==> src/rtl/vga_timing_gen.sv <==
// vga_timing_gen: VGA horizontal/vertical timing with registered sync, active and pixel coordinates
module vga_timing_gen #(
  parameter int H_ACTIVE = 640,
  parameter int H_FP = 16,
  parameter int H_SYNC = 96,
  parameter int H_BP = 48,
  parameter int V_ACTIVE = 480,
  parameter int V_FP = 10,
  parameter int V_SYNC = 2,
  parameter int V_BP = 33,
  parameter bit H_POL = 1'b0,
  parameter bit V_POL = 1'b0,
  parameter int CW = 12,
  parameter int FW = 8
) (
  input  logic          clk,
  input  logic          reset_n,
  input  logic          en,
  input  logic          restart,
  output logic [CW-1:0] hcount,
  output logic [CW-1:0] vcount,
  output logic          hsync,
  output logic          vsync,
  output logic          active,
  output logic [CW-1:0] x,
  output logic [CW-1:0] y,
  output logic          line_tc,
  output logic          frame_tc,
  output logic [FW-1:0] frame_cnt
);
  localparam int H_TOTAL = H_ACTIVE + H_FP + H_SYNC + H_BP;
  localparam int V_TOTAL = V_ACTIVE + V_FP + V_SYNC + V_BP;
  localparam logic [CW-1:0] H_END = CW'(H_TOTAL - 1);
  localparam logic [CW-1:0] V_END = CW'(V_TOTAL - 1);
  localparam logic [CW-1:0] H_VIS = CW'(H_ACTIVE);
  localparam logic [CW-1:0] V_VIS = CW'(V_ACTIVE);
  localparam logic [CW-1:0] HS_ON = CW'(H_ACTIVE + H_FP);
  localparam logic [CW-1:0] HS_OFF = CW'(H_ACTIVE + H_FP + H_SYNC);
  localparam logic [CW-1:0] VS_ON = CW'(V_ACTIVE + V_FP);
  localparam logic [CW-1:0] VS_OFF = CW'(V_ACTIVE + V_FP + V_SYNC);
  logic vis;
  // terminal counts are suppressed by restart and reset so nothing downstream sees a spurious wrap
  always_comb begin
    line_tc = reset_n && en && !restart && hcount == H_END;
    frame_tc = line_tc && vcount == V_END;
    vis = hcount < H_VIS && vcount < V_VIS;
  end
  // position and frame counters, advancing on enabled pixel clocks
  always_ff @(posedge clk or negedge reset_n) begin
    if (!reset_n) begin
      hcount <= '0;
      vcount <= '0;
      frame_cnt <= '0;
    end else if (restart) begin
      hcount <= '0;
      vcount <= '0;
    end else if (en) begin
      hcount <= line_tc ? '0 : hcount + 1'b1;
      if (line_tc) vcount <= frame_tc ? '0 : vcount + 1'b1;
      if (frame_tc) frame_cnt <= frame_cnt + 1'b1;
    end
  end
  // video outputs sampled from the pre-edge position every clock, giving one cycle of latency
  always_ff @(posedge clk or negedge reset_n) begin
    if (!reset_n) begin
      hsync <= ~H_POL;
      vsync <= ~V_POL;
      active <= 1'b0;
      x <= '0;
      y <= '0;
    end else begin
      hsync <= (hcount >= HS_ON && hcount < HS_OFF) ? H_POL : ~H_POL;
      vsync <= (vcount >= VS_ON && vcount < VS_OFF) ? V_POL : ~V_POL;
      active <= vis;
      x <= vis ? hcount : '0;
      y <= vis ? vcount : '0;
    end
  end
endmodule

==> config.mk <==
export PLATFORM = sky130hd
export DESIGN_NAME = vga_timing_gen
export DESIGN_NICKNAME = d
export VERILOG_FILES = /design/src/rtl/vga_timing_gen.sv
export SDC_FILE = /design/constraint.sdc
export NUM_CORES = 1
export LEC_CHECK = 0
export BUFFER_PORTS_ARGS = -buffer_cell sky130_fd_sc_hd__buf_2
export CAP_MARGIN = 20
export CORE_MARGIN = 2
export CORE_UTILIZATION = 47
export DETAILED_ROUTE_END_ITERATION = 12
export HOLD_SLACK_MARGIN = 0.15
export PLACE_DENSITY = 0.75
export SLEW_MARGIN = 10
export SYNTH_ARGS = -nofsm -noshare
export SYNTH_HDL_FRONTEND = slang
export SYNTH_SLANG_ARGS = --single-unit
==> constraint.sdc <==
create_clock -name clk -period 2.4 [get_ports clk]
set_clock_uncertainty 0.05 [all_clocks]
set_input_delay 0.6 -clock clk [delete_from_list [all_inputs] [get_ports clk]]
set_output_delay 0.6 -clock clk [all_outputs]
set_load 0.02 [all_outputs]
==> summary.md <==
| Metric | Value |
|---|---|
| Yosys reg bits | `59` |
| GR Util All Layers | `20.9%` |
| DRC violation count after routing | `0` |
| Nets | `354` |
| Total gr overflow | `0` |
| Overall Power | `2.27 mW` |
| Area Overhead vs Synth | `39.3%` |
| R2R Setup Slk | `-0.18 ns` |
| Synth Cell Area | `around 0.0026 mm^2` |
| Combinational share of power | `3.4%` |
| R2R Path Start | `hcount[10]` |
| CP endpoint kind | `output pin` |
| Via count | `~2200` |
| Cts hold-fix bufs | `0` |
| WP data required | `roughly 1.8 ns` |
| Core Area | `0.00544 mm^2` |
| Post-synthesis instance total | `between 200 and 250` |
| Die Area | `between 0.006 and 0.007 mm^2` |
| I/O pin count | `65` |
| FP Rows | `27` |
| Placed instance area | `0.00323 mm^2` |
| Internal | `1.82 mW` |
| Final Hold Vio Count | `0` |
| Dpl ws | `-0.168 ns` |
| Relative slew slack | `52.4%` |
| Worst Setup EP | `frame_tc` |
| CTS H-tree lvls | `3` |
| Area occupied by registers | `about 0.0015 mm^2` |
| Leak | `1.91 nW` |
| Dpl cells | `404` |
| Antenna violations before repair | `0` |
| Antenna-violating nets left | `0` |
| TNS Setup | `-0.926 ns` |
| Status | `finished with violations` |
| Crit path launch | `hcount[10]` |
| Asr flop ratio synth | `100%` |
| Synth cell types | `40` |
| Crit path launch type | `flip-flop` |
| CTS clock-pin slew for the worst setup and hold paths | `0.07 ns` |
| Largest net degree at the start of global routing | `60` |
| Most frequent cells in the layout | `buf_2, dfrtp_1, buf_4, and2_1, nand3_1` |
| Num CTS Buffers | `9` |
| Synth Warn # | `0` |
| Failing checks | `negative setup slack` |
| Post-route cell area | `around 0.0036 mm^2` |
| Avg Vias per Cell | `5.25` |
| Vias in the first global route | `2051` |
| Sw Share | `20.1%` |
| Crit. path cell count | `4` |
| Reg2Reg Depth | `7` |
| Clock share of power | `52.4%` |
| Antenna Diode Count | `0` |
| WHS | `approximately 0.4 ns` |
| Final WL | `~6.1 mm` |
| Worst-Margin Slew | `between 0.7 and 0.8 ns` |
| CP top delay family | `simple AND/OR/NAND/NOR gates` |
| DR pass1 iterations | `4` |
| CTS tree | `done` |
| Final GP Congestion | `0.877` |
| Register area share after synthesis | `between 50% and 60%` |
| Avg WL per Cell | `14.5 um` |
| Syn_area_per_cell | `10.7 um^2` |
| Multi-input logic area | `0.00116 mm^2` |
| NetSw | `between 0.4 and 0.5 mW` |
| Detailed Route Iter0 Violations | `between 150 and 200` |
| Die W | `between 70 and 80 um` |
| First-pass GRT wire length | `9.72 mm` |
| Largest stage delay on the critical path | `0.51 ns` |
| Ys flop type | `dfrtp_1` |
| Worst Path Buf+Inv | `1` |
| Critical path type | `reg2out` |
| Seq pwr share | `44.2%` |
| CTS Sinks | `59` |
| Crit path DAT | `2.00 ns` |
| Number of fill cells | `~430` |
| Commonest non-fill, non-tap cell in the layout | `buf_2` |
| Slowest cell on crit path | `or4_1` |
| Share of layout cells above drive strength 1 | `about 40%` |
| Die Y | `approximately 78 um` |
| CP cell instances | `or4_1 > or4_4 > nor2_4 > buf_6` |
| Min-Delay Path Class | `in2async` |
| R2R Path End | `vcount[11]` |
| Final min period | `2.65 ns` |
| Pins over their slew limit | `0` |
| Clk_lat worst skew | `0.33 ns` |
| Final worst-path cycle share | `110%` |
| Pwr/cell area | `628 mW/mm^2` |
| Unrepaired setup endpoints after global routing | `true` |
| EDFF count, synth | `0` |
| Non-Filler Instances | `422` |
| Achievable Freq | `between 0.3 and 0.4 GHz` |
| Final WS setup | `-0.249 ns` |
| Final setup violation count | `5` |
| CTS Buffer Depth | `2` |
| Worst-path maximum fanout | `4` |
| Max_cap viols | `0` |
| Peak VDD IR | `0.529 mV` |
| Starting Density | `between 40% and 50%` |
| DP HPWL | `4.07 mm` |
| Core Util, Final | `approximately two thirds` |
| # port buffers | `64` |
| Clock root buffer | `clkbuf_8` |
## worst register-to-register path: cells and delay by family, from the launching register on
kind | cells | cell delay, ns
simple gates | 3 | 1.49
buf+inv | 3 | 0.42
flops | 1 | 0.40
compound gates | 1 | 0.15
## worst min-delay path by stage
stage,from,to,slack [ns],cells after the start
floorplan,reset_n,active,0.25,0
global placement,frame_cnt[7],frame_cnt[7],0.40,1
detailed placement,frame_cnt[7],frame_cnt[7],0.41,1
CTS,frame_cnt[7],frame_cnt[7],0.42,1
global route,frame_cnt[7],frame_cnt[7],0.44,1
finish,reset_n,y[11],0.40,2
## cell families after synthesis
kind of cell | synth area share (%)
AO/OA/AOI/OAI | 7.22
XOR/XNOR | 5.39
adder cells (fa/ha/maj) | 2.41
multiplexers | 0.866
other | 0.144
buffers and inverters | 3.08
AND/OR/NAND/NOR | 24.1
flip-flops | 56.9
## cell type report
cell class,count,share of cell area (%)
Clock buffer,9,3.42
Clock inverter,7,3.87
Inverter,7,0.725
Multi-Input combinational cell,169,32.0
Sequential cell,59,40.9
Tap cell,72,2.49
Timing Repair Buffer,99,16.6
## cells in the mapped netlist, drive strengths merged (3+ instances only)
| library cell | count | area [um^2] |
|---|---|---|
| or3 | 3 | 18.8 |
| nand3 | 17 | 85.1 |
| and3 | 5 | 31.3 |
| nand2b | 4 | 25.0 |
| o21ai | 7 | 35.0 |
| ha | 5 | 62.6 |
| nor4bb | 3 | 30.0 |
| inv | 7 | 26.3 |
| or4 | 4 | 30.0 |
| xnor2 | 3 | 26.3 |
| dfrtp | 57 | 1430 |
| nand4 | 8 | 50.1 |
| clkbuf | 9 | 35.0 |
| nor2 | 14 | 52.6 |
| a31oi | 4 | 25.0 |
| a21oi | 12 | 60.1 |
| nand2 | 12 | 45.0 |
| nor4 | 3 | 18.8 |
| nor3 | 8 | 40.0 |
| and2 | 21 | 131 |
| xor2 | 13 | 114 |
## per-layer routing
metal / vias to the layer above / wire length (um) / global-route usage, %
met5: - / 0 / 0
met4: 0 / 105 / 10.4
met3: 9 / 376 / 5.17
met2: 90 / 3000 / 32.2
met1: 1072 / 2650 / 27.7
li1: 1046 / - / -
## state kept, by name, indices dropped and copies added, names as in the netlist
signal     count
active         1
frame_cnt      8
hcount        12
hsync          1
vcount        12
vsync          1
x             12
y             12
## power by group through the flow
stage | clock, mW | combinational, mW | sequential, mW
6_report | 1.19 | 0.0765 | 1.01
2_1_floorplan | 0 | 0.0191 | 1.04
3_3_place_gp | 0 | 0.0763 | 1.02
5_1_grt | 1.26 | 0.0856 | 1.01
3_5_place_dp | 0 | 0.0777 | 1.02
4_1_cts | 1.21 | 0.0781 | 1.01
## timing repair
item,CTS,global route
cloned,0,0
pin swaps,3,7
setup endpoints to repair,5,8
setup buffers,1,1
resized for setup,6,19
Power figures use the tool's default switching activity.
